## config.mk

```make
export PLATFORM = sky130hd
export DESIGN_NAME = control_logic
export DESIGN_NICKNAME = d
export VERILOG_FILES = /design/src/rtl/control_logic.sv
export SDC_FILE = /design/constraint.sdc
export NUM_CORES = 1
export LEC_CHECK = 0
export ABC_AREA = 0
export CAP_MARGIN = 20
export CORE_ASPECT_RATIO = 0.75
export CORE_MARGIN = 5
export CORE_UTILIZATION = 38
export DETAILED_ROUTE_END_ITERATION = 8
export PLACE_DENSITY_LB_ADDON = 0.2
export SLEW_MARGIN = 20
export SYNTH_ARGS = -nofsm -noshare
export SYNTH_HDL_FRONTEND = slang
export SYNTH_SLANG_ARGS = --single-unit
```

## constraint.sdc

```tcl
create_clock -name clk -period 2.05 [get_ports clk]
set_input_delay 0.205 -clock clk [delete_from_list [all_inputs] [get_ports clk]]
set_output_delay 0.205 -clock clk [all_outputs]
set_load 0.02 [all_outputs]
```

## src/rtl/control_logic.sv

```systemverilog
// control_logic: hazard/stall controller for the in-order ID -> OF -> EX pipeline.
// Compares per-stage register read/write masks in the same cycle and drives
// hold/bubble controls. It also keeps a stall-cycle counter and a sticky
// deadlock watchdog.
// Optional feature macro: CONTROL_LOGIC_FWD_EN. When it is defined, EX results
// are forwarded into OF instead of stalling on an OF/EX dependency.
module control_logic #(
    parameter int NREGS     = 16,
    parameter int CNT_W     = 32,
    parameter int MAX_STALL = 8
) (
    input  logic             clk,
    input  logic             reset,
    input  logic             id_valid,
    input  logic [NREGS-1:0] id_request,
    input  logic [NREGS-1:0] id_provide,
    input  logic             of_valid,
    input  logic [NREGS-1:0] of_request,
    input  logic [NREGS-1:0] of_provide,
    input  logic             ex_valid,
    input  logic [NREGS-1:0] ex_provide,
    output logic             stall_id,
    output logic             stall_of,
    output logic             bubble_of,
    output logic             bubble_ex,
    output logic [NREGS-1:0] fwd_mask,
    output logic [CNT_W-1:0] stall_cycles,
    output logic             deadlock
);

    // The run counter only needs to reach MAX_STALL. It saturates there, so it never wraps.
    localparam int             RUN_W   = $clog2(MAX_STALL + 1);
    localparam logic [RUN_W-1:0] RUN_MAX = RUN_W'(MAX_STALL);

    logic [NREGS-1:0] w_id_req;
    logic [NREGS-1:0] w_of_req;
    logic [NREGS-1:0] w_of_prv;
    logic [NREGS-1:0] w_ex_prv;
    logic             w_haz_of;
    logic             w_haz_id;
    logic             w_unused;
    logic [RUN_W-1:0] r_run;

    // A stage without a real instruction contributes empty masks.
    assign w_id_req = id_valid ? id_request : '0;
    assign w_of_req = of_valid ? of_request : '0;
    assign w_of_prv = of_valid ? of_provide : '0;
    assign w_ex_prv = ex_valid ? ex_provide : '0;

    // The ID instruction's write set takes no part in any hazard.
    assign w_unused = ^id_provide;

`ifdef CONTROL_LOGIC_FWD_EN
    // EX results are bypassed into OF, so OF never waits on EX.
    // EX has written back by the time the ID instruction reaches OF.
    assign w_haz_of = 1'b0;
    assign fwd_mask = w_of_req & w_ex_prv;
    assign w_haz_id = |(w_id_req & w_of_prv);
`else
    assign w_haz_of = |(w_of_req & w_ex_prv);
    assign fwd_mask = '0;
    assign w_haz_id = |(w_id_req & (w_of_prv | w_ex_prv));
`endif

    // An OF hazard holds ID->OF, so in that case ID->OF is held and not bubbled.
    assign stall_of  = w_haz_of;
    assign bubble_ex = w_haz_of;
    assign stall_id  = w_haz_id | w_haz_of;
    assign bubble_of = w_haz_id & ~w_haz_of;

    // Stall statistics. Deadlock sets on the edge where the run reaches MAX_STALL and stays set.
    always_ff @(posedge clk or posedge reset) begin
        if (reset) begin
            stall_cycles <= '0;
            r_run        <= '0;
            deadlock     <= 1'b0;
        end else if (stall_id) begin
            stall_cycles <= stall_cycles + CNT_W'(1);
            if (r_run != RUN_MAX)
                r_run <= r_run + RUN_W'(1);
            if (r_run >= RUN_MAX - RUN_W'(1))
                deadlock <= 1'b1;
        end else begin
            r_run <= '0;
        end
    end

endmodule

```

Word-level counts from Yosys, hierarchy flattened
Index checks and enable logic that the tools add are counted.
{"block": "op_classes", "order_cmp": 1, "n_bitwise": 6, "mux": 6, "reduce_logical": 3, "add_sub_neg": 2, "eq_ne": 2}
{"op": "$mux W16", "n": 4}
{"op": "$add A32 B1 Y32 const B", "n": 1}
{"op": "$and A16 B16 Y16", "n": 2}
{"op": "$reduce_or A16 Y1", "n": 2}
{"op": "$or A16 B16 Y16", "n": 1}
{"op": "$mux W4", "n": 2}
{"op": "$add A4 B1 Y4 const B", "n": 1}
{"op": "$ge A4 B3 Y1 const B", "n": 1}
{"op": "$ne A4 B4 Y1 const B", "n": 1}
{"op": "$ne A2 B1 Y1 const B", "n": 1}
{"op": "$reduce_and A2 Y1", "n": 1}
{"op": "$and A1 B1 Y1", "n": 1}
{"op": "$not A1 Y1", "n": 1}
{"op": "$or A1 B1 Y1", "n": 1}
{"block": "totals", "word_cells": 23, "ff_bits": 37, "input_bits": 85, "out_inout_bits": 53}

Longest topological paths before layout
{"block": "depth", "word_depth": 6, "depth_mapped": 9, "mapped_depth_nobuf": 6}

Worst setup path after synthesis
OpenSTA, ideal clock, no wires.
{"block": "synth_timing", "kind": "register to register", "startpoint": "reg stall_cycles[4]", "endpoint": "reg stall_cycles[26]", "n_path_buf": 1, "setup_ps": 130, "path_slack_ps": 49, "arrival_time_ps": 1871, "t_required_ps": 1920, "synth_period_minus_slack_ps": 2001, "stages_incl_launch_ff": 8, "path_cell_list": "dfrtp_1 and3_1 and4_1 clkbuf_1 and3_1 and4_1 nand4_1 xnor2_1"}
{"block": "synth_between", "elab_chain_len": 1}
{"element": "from (decl)", "line_no": "27", "source": "output logic [CNT_W-1:0] stall_cycles,"}
{"element": "from (signal assigned)", "line_no": "78", "source": "stall_cycles <= stall_cycles + CNT_W'(1);"}
{"element": "$add A32 B1 Y32", "line_no": "78"}
No other way between the ends.
A chain may end at the register's enable or synchronous reset.

Worst setup path in the final report
{"block": "layout_timing", "startpoint": "in ex_provide[5]", "endpoint": "out stall_id"}
{"block": "layout_between", "elab_chain_len": 5, "elab_cells_between_ends": 7, "classes_between": "1 x mux; 4 x bitwise; 2 x reduce/logical"}
{"element": "from (decl)", "line_no": "21", "source": "input logic [NREGS-1:0] ex_provide,"}
{"element": "$mux W16 *", "line_no": "48", "source": "assign w_ex_prv = ex_valid ? ex_provide : '0;"}
{"element": "$or A16 B16 Y16", "line_no": "62", "source": "assign w_haz_id = |(w_id_req & (w_of_prv | w_ex_prv));"}
{"element": "$and A16 B16 Y16", "line_no": "62"}
{"element": "$reduce_or A16 Y1", "line_no": "62"}
{"element": "$or A1 B1 Y1 *", "line_no": "68", "source": "assign stall_id = w_haz_id | w_haz_of;"}
{"element": "to (decl)", "line_no": "22", "source": "output logic stall_id,"}
Every way passes the cells marked *; elsewhere a longest branch is shown, timed or not.

==> flow_summary.yaml <==
status:
  outcome: "finished clean"
layout:
  final_common_cell: "clkdlybuf4s50_1"
  fin_area_um2: 3618
  mostFrequentLayoutCells: "clkdlybuf4s50_1, dfrtp_1, xnor2_1"
  antenna_cells: 0
  area_growth_pct: 56.66
  final_core_util_pct: 61.79
  drive_above_1_share_pct: 14.16
  fillers: 502
  nets: 433
setup_path:
  path_cells: "clkdlybuf4s50_1, a22o_1, a221oi_2, and4_1, buf_4, buf_4, o211ai_4, buf_6"
  crit_path_max_fanout: 2
  rrSetupSlack_ps: 280
  slowest_delay_ps: 430
  critPathSlowestCell: "clkdlybuf4s50_1"
  rr_startpoint: "stall_cycles[5]$_DFFE_PP0P_"
  r2r_cells: 7
  cp.required_ps: 1850
  timing.rr.end: "stall_cycles[18]$_DFFE_PP0P_"
  timing.critical_path.mode_cell: "buf_4"
  end_kind: "output port"
  crit_arrival_ps: 1820
  cp-start-kind: "input port"
  critPathKind: "in -> out"
die:
  coreArea_um2: 5856
  start_util_pct: 39.44
  num_io_pins: 138
  dieArea_um2: 7753
  die_w_um: 100.0
  die_h_um: 77.52
  fp-row-count: 24
grt:
  grt_max_degree: 38
  top_usage_layer: "met2"
  grt_pass1_wl_um: 10670
  use_met1_pct: 22.49
  globalRouteMet2Util_pct: 28.89
  grtUsageTotal_pct: 17.07
  grt_pass1_vias: 2119
  grt.met3_usage_pct: 4.032
  antenna_found_initial: 0
  grt.overflow.total: 0
timing:
  skew_ps: 5.262
  hold_violations: 0
  timing_max_transition_violations_final: 0
  tns_ps: 0
  fin_crit_sh_pct: 98.89
  setup_viol: 0
  max_freq_mhz: 493.3
  rsz0062_at_grt: "true"
  min_period_ps: 2027
detailed_routing:
  dr.pass1.iters: 4
  drtIter0Drc: 66
  drc: 0
  num_vias: 2139
  antenna_left: 0
  wl_per_cell_um: 16.05
  detail_route.vias_per_cell: 5.045
  drt-total-wl_um: 6807
cts:
  path_clk_slew_ps: 70
  cts_tree: "built"
  clock_latency_ps: 280
  cts_root_buffer: "clkbuf_8"
  htree_levels: 2
  cts_buffers: 5
  cts.sinks: 37
  clock_path_buffers: 2
place:
  dpl_cell_area_um2: 3463
  place_congestion: 0.8514
  hpwlAfterDp_um: 5365
  port-buffer-count: 105
power_and_ir_drop:
  peakVddDrop_uv: 543.0
  power_leakage_uw: 0.001648
  powerDensity_nw_per_um2: 704.2
  finalPower_uw: 2548
logic_synthesis:
  synth_edf_count: 0
  ys.flop_type: "dfrtp_1"
  async_flop_share_pct: 100.0
  syn_area_per_cell_um2: 10.31
  synth-seq-area-share_pct: 40.09
  ys_warn_count: 0
  synth_cell_types: 33
  synthCells: 224
  synth_seq_cells: 37
  synth_top_area_share_pct: 40.09
  synthTopCellsByArea: "dfrtp_1, xnor2_1, a22o_1"
  syn_area_um2: 2310
  yosysTopAreaCell: "dfrtp_1"
run:
  cap_violations: 0
worst_hold_path:
  holdCritPathClass: "in -> async"
## layout make-up
class / count / area, um^2 / share of cell area [%]
sequential: 37 / 925.9 / 25.59
clock inverter: 1 / 30.03 / 0.8299
multi-input combinational: 168 / 1224 / 33.82
inverter: 5 / 18.77 / 0.5187
timing repair buffer: 128 / 1236 / 34.16
tap: 78 / 97.59 / 2.697
clock buffer: 7 / 86.33 / 2.386
## timing repair
action | CTS | global route
hold buffers | 0 | 0
buffers inserted | 1 | 0
resized for setup | 22 | 20
endpoints found under the setup margin | 41 | 34
pin swaps | 4 | 5
## power breakdown
part | leakage, uW | switching, uW | internal [uW] | total [uW]
sequential | 0.000492 | 126 | 842 | 968
combinational | 0.00110 | 447 | 487 | 934
clock | 0.0000585 | 250 | 397 | 646
## critical path, delay by kind of cell
kind	cells	cell delay, ps
buf+inv	4	810
compound gates	3	520
simple gates	1	270
## worst max path at each step
stage | from | end | slack, ps | depth (start not counted)
2_1_floorplan | stall_cycles[4]$_DFFE_PP0P_ | stall_cycles[26]$_DFFE_PP0P_ | 50 | 7
3_3_place_gp | of_valid | stall_id | -530 | 6
3_5_place_dp | of_valid | stall_id | -600 | 7
4_1_cts | ex_provide[8] | stall_id | 3 | 6
5_1_grt | ex_provide[5] | stall_id | -30 | 8
6_report | ex_provide[5] | stall_id | 20 | 8
## cell usage after synthesis (8+ instances only)
library cell and number:
a22o_1 16, a22oi_1 8, and3_1 11, buf_4 18, dfrtp_1 37, nand2_1 12
nand3_1 17, nand4_1 11, nor2_1 8, xnor2_1 30
## metal layers
metal  vias up  part of all wire, %
met5         -                    0
met4         0                 0.43
met3         2                  5.0
met2        52                   50
met1      1058                   44
li1       1027                    -
## sequential cells by signal, summed over array words and instances, names as in the netlist
register	flops
stall_cycles	32
r_run	4
deadlock	1
## cells by family (layout without fill, tap and decap cells)
group | Yosys count | in the layout | synth area share [%]
AO/OA/AOI/OAI | 37 | 37 | 14.14
XOR/XNOR | 34 | 34 | 12.89
adder cells (fa/ha/maj) | 3 | 3 | 1.625
buffers and inverters | 34 | 141 | 10.18
flip-flops | 37 | 37 | 40.09
multiplexers | 2 | 2 | 0.9209
other | 1 | 16 | 0.1624
AND/OR/NAND/NOR | 76 | 76 | 19.99
## through the flow
step                      std cells  worst slack [ps]  hold WS (ps)
after floorplan                 239             49.13         384.7
after global placement          415            -531.4         458.9
after detailed placement        415            -596.7         464.0
after CTS                       424             3.142         343.6
after global routing            424            -30.85         367.6
final                           424             22.85         325.7
Note: power is estimated with default switching activity, not from simulation.
